$ cat src/rtl/and_chain_sched.sv
`default_nettype none
// ============================================================================
//  Module      : and_chain_sched
//  Description : Round-robin scheduler that hands a shared AND-chain resource
//                to one of NLANES requesting lanes for a bounded burst of
//                beats, with early release and a one-cycle gap between grants.
//  Revision    : 1.0 - initial release
// ============================================================================
module and_chain_sched #(
  parameter int NLANES = 5,
  parameter int LEN_W  = 4
) (
  input  logic              clk,
  input  logic              rst_n,
  input  logic [NLANES-1:0] req,
  input  logic [NLANES-1:0] rel,
  input  logic [LEN_W-1:0]  burst_len,
  output logic [NLANES-1:0] gnt,
  output logic [2:0]        lane_id,
  output logic [LEN_W-1:0]  beat_cnt,
  output logic              last,
  output logic              busy
);

  typedef enum logic [1:0] {
    S_IDLE = 2'd0,
    S_RUN  = 2'd1,
    S_GAP  = 2'd2
  } state_t;

  localparam logic [NLANES-1:0] c_ONE_HOT0  = {{(NLANES-1){1'b0}}, 1'b1};
  localparam logic [2:0]        c_LAST_LANE = 3'(NLANES - 1);

  // Registered state and outputs
  state_t              r_state;
  logic [2:0]          r_ptr;
  logic [LEN_W-1:0]    r_len_q;
  logic [NLANES-1:0]   r_gnt;
  logic [2:0]          r_lane_id;
  logic [LEN_W-1:0]    r_beat_cnt;
  logic                r_last;
  logic                r_busy;

  // Next-state values
  state_t              w_state_nxt;
  logic [2:0]          w_ptr_nxt;
  logic [LEN_W-1:0]    w_len_nxt;
  logic [NLANES-1:0]   w_gnt_nxt;
  logic [2:0]          w_lane_nxt;
  logic [LEN_W-1:0]    w_beat_nxt;
  logic                w_last_nxt;
  logic                w_busy_nxt;

  // Arbitration results
  logic                w_found;
  logic [2:0]          w_win;
  logic [3:0]          w_idx;

  // Granted lane's own request / release bits (gnt is one-hot)
  logic                w_hold_req;
  logic                w_rel_hit;
  logic [LEN_W-1:0]    w_beat_inc;
  logic [2:0]          w_ptr_after;

  assign w_hold_req  = |(req & r_gnt);
  assign w_rel_hit   = |(rel & r_gnt);
  assign w_beat_inc  = r_beat_cnt + LEN_W'(1);
  assign w_ptr_after = (r_lane_id == c_LAST_LANE) ? 3'd0 : (r_lane_id + 3'd1);

  // Round-robin search upward from ptr, wrapping NLANES-1 -> 0
  always_comb begin
    w_found = 1'b0;
    w_win   = 3'd0;
    w_idx   = 4'd0;
    for (int k = 0; k < NLANES; k++) begin
      w_idx = {1'b0, r_ptr} + 4'(k);
      if (w_idx >= 4'(NLANES)) begin
        w_idx = w_idx - 4'(NLANES);
      end
      if (!w_found && req[w_idx[2:0]]) begin
        w_found = 1'b1;
        w_win   = w_idx[2:0];
      end
    end
  end

  // Next-state and next-output decode
  always_comb begin
    w_state_nxt = r_state;
    w_ptr_nxt   = r_ptr;
    w_len_nxt   = r_len_q;
    w_gnt_nxt   = r_gnt;
    w_lane_nxt  = r_lane_id;
    w_beat_nxt  = r_beat_cnt;
    w_last_nxt  = r_last;
    w_busy_nxt  = r_busy;

    case (r_state)
      S_IDLE, S_GAP: begin
        if (w_found) begin
          // Start a new grant; burst length is captured once here
          w_state_nxt = S_RUN;
          w_len_nxt   = burst_len;
          w_gnt_nxt   = c_ONE_HOT0 << w_win;
          w_lane_nxt  = w_win;
          w_beat_nxt  = '0;
          w_last_nxt  = (burst_len == '0);
          w_busy_nxt  = 1'b1;
        end else begin
          w_state_nxt = S_IDLE;
          w_gnt_nxt   = '0;
          w_lane_nxt  = 3'd0;
          w_beat_nxt  = '0;
          w_last_nxt  = 1'b0;
          w_busy_nxt  = 1'b0;
        end
      end

      S_RUN: begin
        if (r_last || w_rel_hit || !w_hold_req) begin
          // Grant ends: the lane after the released one gets first look
          w_state_nxt = S_GAP;
          w_ptr_nxt   = w_ptr_after;
          w_gnt_nxt   = '0;
          w_lane_nxt  = 3'd0;
          w_beat_nxt  = '0;
          w_last_nxt  = 1'b0;
          w_busy_nxt  = 1'b0;
        end else begin
          // beat_cnt never passes len_q, so it cannot wrap
          w_beat_nxt  = w_beat_inc;
          w_last_nxt  = (w_beat_inc == r_len_q);
        end
      end

      default: begin
        w_state_nxt = S_IDLE;
        w_gnt_nxt   = '0;
        w_lane_nxt  = 3'd0;
        w_beat_nxt  = '0;
        w_last_nxt  = 1'b0;
        w_busy_nxt  = 1'b0;
      end
    endcase
  end

  // State and output registers with asynchronous clear
  always_ff @(posedge clk or negedge rst_n) begin
    if (!rst_n) begin
      r_state    <= S_IDLE;
      r_ptr      <= 3'd0;
      r_len_q    <= '0;
      r_gnt      <= '0;
      r_lane_id  <= 3'd0;
      r_beat_cnt <= '0;
      r_last     <= 1'b0;
      r_busy     <= 1'b0;
    end else begin
      r_state    <= w_state_nxt;
      r_ptr      <= w_ptr_nxt;
      r_len_q    <= w_len_nxt;
      r_gnt      <= w_gnt_nxt;
      r_lane_id  <= w_lane_nxt;
      r_beat_cnt <= w_beat_nxt;
      r_last     <= w_last_nxt;
      r_busy     <= w_busy_nxt;
    end
  end

  assign gnt      = r_gnt;
  assign lane_id  = r_lane_id;
  assign beat_cnt = r_beat_cnt;
  assign last     = r_last;
  assign busy     = r_busy;

endmodule
`default_nettype wire

$ cat config.mk
export PLATFORM = sky130hd
export DESIGN_NAME = and_chain_sched
export DESIGN_NICKNAME = d
export VERILOG_FILES = /design/src/rtl/and_chain_sched.sv
export SDC_FILE = /design/constraint.sdc
export NUM_CORES = 1
export LEC_CHECK = 0
export ABC_AREA = 0
export CORE_UTILIZATION = 35
export CTS_BUF_LIST = sky130_fd_sc_hd__clkbuf_16
export CTS_CLUSTER_DIAMETER = 200
export DETAILED_ROUTE_END_ITERATION = 7
export SYNTH_ARGS = -nofsm -noshare
export SYNTH_HDL_FRONTEND = slang
export SYNTH_SLANG_ARGS = --single-unit
$ cat constraint.sdc
create_clock -name clk -period 4.43 [get_ports clk]
set_input_delay 0.886 -clock clk [delete_from_list [all_inputs] [get_ports clk]]
set_output_delay 0.886 -clock clk [all_outputs]
set_load 0.02 [all_outputs]
==> flow_metrics.py, run 1 <==
metrics = {
    "synth": {
        "ys_warn_count": 0,
        "syn_inst": 257,
        "synth_top_family_by_area": "compound AO/OA/AOI/OAI gates",
        "synth_edf_count": 0,
        "syn_nets": 285,
        "synth_mux_area_share_pct": 5.83,
        "synth_cell_types": 67,
        "synth_xor_area_share_pct": 3.20,
        "synth_top_area_share_pct": 26.3,
        "async_flop_share_pct": 100,
        "synth_top_cell_by_area": "dfrtp_1",
        "synthAdderAreaFrac_pct": 7.20,
        "ys_top_cells_by_area": "dfrtp_1 26%, ha_1 6.3%, nand2_1 5.0%, a21oi_1 3.7%, mux2i_1 2.7%",
        "netlist_area_um2": 2190,
        "synth_flop_cell": "dfrtp_1",
        "synth_area_per_cell_um2": 8.52,
        "synth_compound_area_share_pct": 30.7,
        "yosys.area_share.simple_pct": 21.3,
        "ys_seq_area_share_pct": 26.3,
        "synth_seq_cells": 23,
    },
    "critical_path": {
        "critPathArrivalTime_ns": 3.92,
        "crit_path_frequent_cell": "a31oi_2",
        "critPathRequiredTime_ns": 4.58,
        "worstSetupStartpointType": "flip-flop",
        "critical_path_buf_inv_count": 1,
        "reg2reg_to": "gnt[0]$_DFFE_PN0P_",
        "crit_family": "compound AO/OA/AOI/OAI gates",
        "crit_path_end": "gnt[0]$_DFFE_PN0P_",
        "crit_path_end_kind": "flip-flop",
        "path_max_fanout": 12,
        "path_cells": "inv_1 > ha_1 > a211oi_1 > nor3_1 > a2111oi_1 > a31oi_2 > nor4_4 > a31oi_2 > o211ai_2 > o21ba_1 > a22o_1",
        "critical_path_class": "flip-flop to flip-flop",
        "regToRegStartpoint": "r_ptr[1]$_DFFE_PN0P_",
        "cp-startpoint": "r_ptr[1]$_DFFE_PN0P_",
        "crit_cells": 11,
        "crit_path_max_incr_delay_ns": 0.64,
        "cp_slowest_cell": "a2111oi_1",
        "r2r_cells": 11,
        "rrSetupSlack_ns": 0.66,
    },
    "clock_tree": {
        "cts_sinks": 23,
        "cts_setup_buffers": 0,
        "clock_path_buffers": 2,
        "cts.repair.resized": 0,
        "cts_tree": "done",
        "clk_latency_ns": 0.26,
        "root_buffer": "clkbuf_16",
        "cts_buffers": 3,
        "htreeDepth": 1,
        "clkTransAtPathRegs_ns": 0.06,
        "holdBufCountCts": 0,
    },
    "drt": {
        "dr_wl_met2_um": 2790,
        "remaining_drc_errors": 0,
        "totalWireLength_um": 5950,
        "routed-wl-met3_um": 277,
        "routed.top_layer": "met4",
        "m1WireLength_um": 2820,
        "post_drt_wl_per_cell_um": 16.8,
        "vias": 2016,
        "vias_per_cell": 5.68,
        "detailedRoute.firstIterationViolations": 153,
        "ant_nets": 0,
        "dr.pass1.iters": 6,
    },
    "timing": {
        "setup_violations": 0,
        "slew_violations": 0,
        "tightest_slew_ns": 1.01,
        "tns_ns": 0,
        "finalCriticalPeriod_ns": 3.77,
        "rsz0062_at_grt": "no",
        "relSlewSlack_pct": 32.7,
        "hold_viol_final": 0,
        "fmax_ghz": 0.265,
        "fin_skew_ns": 0.00261,
        "min_period_over_period_pct": 85.1,
    },
    "grt": {
        "grt_pass1_wl_um": 9470,
        "gr-total-overflow": 0,
        "grt_pass1_vias": 1912,
        "grt_max_degree": 29,
        "grtUsageTotal_pct": 18.9,
        "grt_antenna_before_repair": 0,
    },
    "die": {
        "die_x_um": 81.1,
        "rows": 28,
        "fp.coreArea_um2": 5990,
        "die_area_um2": 6580,
        "start_util_pct": 36.5,
        "io_pins": 30,
        "die_h_um": 81.1,
    },
    "final_layout": {
        "drive_above_1_share_pct": 8.21,
        "antenna_cells": 0,
        "final_nets": 309,
        "final_cell_mix": "29 x nand2_1, 29 x clkdlybuf4s50_1, 23 x dfrtp_1",
        "fillerInstances": 599,
        "area_growth_pct": 18.7,
        "utilization_pct": 43.4,
    },
    "placed_design": {
        "port_buffers": 29,
        "hpwl_um": 4490,
        "gp_congestion": 0.808,
    },
    "job": {
        "cap_violations": 0,
    },
    "hold_path": {
        "worstHoldStart": "busy$_DFFE_PN0P_",
        "worstHoldPathType": "flip-flop to flip-flop",
    },
    "run_status": {
        "status": "complete, no violations",
    },
}
routing by layer:
metal,up-vias,global-route usage [%]
li1,1004,-
met1,945,25.0
met2,60,32.0
met3,7,3.03
met4,0,4.29
met5,-,0
metrics by stage:
stage / worst slack (ns) / cell area (um2) / instances / hold WS, ns
floorplan: 1.20 / 2190 / 257 / 0.465
global placement: 0.688 / 2520 / 351 / 0.461
detailed placement: 0.621 / 2520 / 351 / 0.475
CTS: 0.674 / 2600 / 355 / 0.491
global route: 0.316 / 2600 / 355 / 0.520
finish: 0.659 / 2600 / 355 / 0.485
cell usage after synthesis, types with 4 or more instances:
library cell / instances
and2_1: 4
nor2_1: 9
nand3_1: 5
ha_1: 11
xnor2_1: 6
nand2b_1: 6
a21o_1: 7
dfrtp_1: 23
nor3_1: 7
clkbuf_1: 4
buf_2: 4
nor4_1: 4
a22oi_1: 5
mux2_2: 4
o21ai_0: 10
nor2b_1: 7
nand2_1: 29
a211oi_1: 4
mux2i_1: 6
a22o_1: 5
a31oi_1: 4
inv_1: 14
a21oi_1: 16
registers in the layout, summed over array words and instances (netlist names):
signal	flops
beat_cnt	4
busy	1
gnt	5
lane_id	3
last	1
r_len_q	4
r_ptr	3
r_state	2
worst register-to-register path: stages (launching register included):
cell and delay [ns]:
dfrtp_1 0.61, inv_1 0.24, ha_1 0.36, a211oi_1 0.36, nor3_1 0.08, a2111oi_1 0.64, a31oi_2 0.27, nor4_4 0.30
a31oi_2 0.26, o211ai_2 0.14, o21ba_1 0.19, a22o_1 0.20
logic make-up after synthesis:
| kind of cell | Yosys count |
|---|---|
| AO/OA/AOI/OAI | 91 |
| AND/OR/NAND/NOR | 86 |
| buffers and inverters | 26 |
| flip-flops | 23 |
| adder cells (fa/ha/maj) | 12 |
| multiplexers | 11 |
| XOR/XNOR | 8 |
layout make-up:
class / count / area (um2) / share of cell area [%]
flip-flops and latches: 23 / 576 / 22.1
clock inverters: 1 / 5.00 / 0.192
multi-input cells: 208 / 1490 / 57.4
well taps: 75 / 93.8 / 3.61
clock buffers: 3 / 75.1 / 2.89
repair buffers: 31 / 305 / 11.7
inverters: 14 / 52.6 / 2.02
worst min path at each step:
stage,end,cells after the start
finish,busy$_DFFE_PN0P_,2
global route,busy$_DFFE_PN0P_,2
CTS,busy$_DFFE_PN0P_,2
detailed placement,busy$_DFFE_PN0P_,2
global placement,busy$_DFFE_PN0P_,2
floorplan,r_len_q[3]$_DFFE_PN0P_,2
Power of run 1 is not shown: default switching activity piles up to over one toggle a cycle in this logic, so the estimate is an artifact.
==> inputs of run 2 (changes only) <==
- CORE_MARGIN: not set -> 4
==> run 2 against run 1 <==
- wire length is 0.89% higher
- cell count is the same
- count of clock-buffer cells in the layout did not move
- global-route usage shrank 2.2 points
- setup slack better by 0.021 ns
==> flow_metrics.py, run 2 (synthesized netlist as in run 1, its figures left out) <==
metrics = {
    "grt": {
        "grtUsageTotal_pct": 16.6,
        "grt_pass1_vias": 2016,
        "grt_antenna_before_repair": 0,
        "gr-total-overflow": 0,
        "grt_max_degree": 29,
        "grt_pass1_wl_um": 10000,
    },
    "hold_path": {
        "worstHoldPathType": "flip-flop to flip-flop",
        "worstHoldPathCells": 2,
        "worstHoldStart": "busy$_DFFE_PN0P_",
    },
    "placed_design": {
        "dp_slack_ns": 0.566,
        "port_buffers": 29,
        "gp_congestion": 0.877,
        "hpwl_um": 4570,
    },
    "die": {
        "rows": 28,
        "fp.coreArea_um2": 5990,
        "io_pins": 30,
        "die_x_um": 87.1,
        "die_area_um2": 7590,
        "die_h_um": 87.1,
        "start_util_pct": 36.5,
    },
    "clock_tree": {
        "clock_path_buffers": 2,
        "holdBufCountCts": 0,
        "cts_buffers": 3,
        "clkTransAtPathRegs_ns": 0.06,
        "htreeDepth": 1,
        "clk_latency_ns": 0.26,
        "cts_setup_buffers": 0,
        "cts_sinks": 23,
        "cts.repair.resized": 0,
        "cts_tree": "done",
        "root_buffer": "clkbuf_16",
    },
    "drt": {
        "dr.pass1.iters": 4,
        "post_drt_wl_per_cell_um": 16.9,
        "totalWireLength_um": 6000,
        "remaining_drc_errors": 0,
        "ant_nets": 0,
        "vias": 2036,
        "vias_per_cell": 5.74,
        "detailedRoute.firstIterationViolations": 153,
    },
    "critical_path": {
        "crit_path_end": "gnt[1]$_DFFE_PN0P_",
        "cp-startpoint": "r_ptr[1]$_DFFE_PN0P_",
        "critical_path_class": "flip-flop to flip-flop",
        "path_cells": "inv_1 > ha_1 > a211oi_1 > nor3_1 > a2111oi_1 > a31oi_2 > nor4_4 > a31oi_2 > o211ai_2 > o21ba_1 > a22o_1",
        "crit_path_end_kind": "flip-flop",
        "worstSetupStartpointType": "flip-flop",
        "critPathArrivalTime_ns": 3.90,
        "path_max_fanout": 12,
        "r2r_cells": 11,
        "rrSetupSlack_ns": 0.68,
        "crit_path_frequent_cell": "a31oi_2",
        "cp_slowest_cell": "a2111oi_1",
        "crit_path_max_incr_delay_ns": 0.62,
        "reg2reg_to": "gnt[1]$_DFFE_PN0P_",
        "regToRegStartpoint": "r_ptr[1]$_DFFE_PN0P_",
        "critPathRequiredTime_ns": 4.58,
    },
    "final_layout": {
        "drive_above_1_share_pct": 8.21,
        "antenna_cells": 0,
        "area_growth_pct": 18.7,
        "final_cell_mix": "29 x nand2_1, 29 x clkdlybuf4s50_1, 23 x dfrtp_1",
        "largest_reg_flops": 5,
        "final_nets": 309,
    },
    "timing": {
        "tns_ns": 0,
        "slew_violations": 0,
        "hold_viol_final": 0,
        "fin_skew_ns": 0.00374,
        "min_period_over_period_pct": 84.6,
        "fmax_ghz": 0.267,
        "relSlewSlack_pct": 30.2,
        "tightest_slew_ns": 1.04,
        "setup_violations": 0,
        "rsz0062_at_grt": "no",
        "finalCriticalPeriod_ns": 3.75,
        "fin_ws_ns": 0.680,
    },
    "run_status": {
        "status": "complete, no violations",
    },
    "job": {
        "cap_violations": 0,
    },
}
run 2: through the flow:
| stage | std cells | hold WS, ns | area, um2 | utilization (%) |
|---|---|---|---|---|
| 2_1_floorplan | 257 | 0.465 | 2190 | - |
| 3_3_place_gp | 351 | 0.466 | 2520 | 42.1 |
| 3_5_place_dp | 351 | 0.470 | 2520 | 42.1 |
| 4_1_cts | 355 | 0.484 | 2600 | 43.4 |
| 5_1_grt | 355 | 0.502 | 2600 | 43.4 |
| 6_report | 355 | 0.477 | 2600 | 43.4 |
run 2: layout make-up:
cell class	instances	area, um2
fill	592	3390
timing repair buffer	31	305
clock inverter	1	5.00
clock buffer	3	75.1
multi-input combinational	208	1490
inverter	14	52.6
tap	75	93.8
sequential	23	576
run 2: metal layers:
metal / routed length [um] / vias to the layer above / track usage, %
li1: - / 1002 / -
met1: 2940 / 945 / 23.0
met2: 2690 / 73 / 27.0
met3: 239 / 16 / 2.46
met4: 128 / 0 / 4.60
met5: 0 / - / 0
run 2: worst min-delay path by stage:
stage | end | slack [ns]
2_1_floorplan | r_len_q[3]$_DFFE_PN0P_ | 0.47
3_3_place_gp | busy$_DFFE_PN0P_ | 0.47
3_5_place_dp | busy$_DFFE_PN0P_ | 0.47
4_1_cts | busy$_DFFE_PN0P_ | 0.48
5_1_grt | busy$_DFFE_PN0P_ | 0.50
6_report | busy$_DFFE_PN0P_ | 0.48
run 2: critical path, delay by kind of cell (launching register included):
family / cells / cell delay, ns
buf+inv: 1 / 0.24
fa+ha+maj: 1 / 0.36
simple gates: 2 / 0.38
flops: 1 / 0.60
compound gates: 7 / 2.05
Power of run 2 is left out for the same reason.
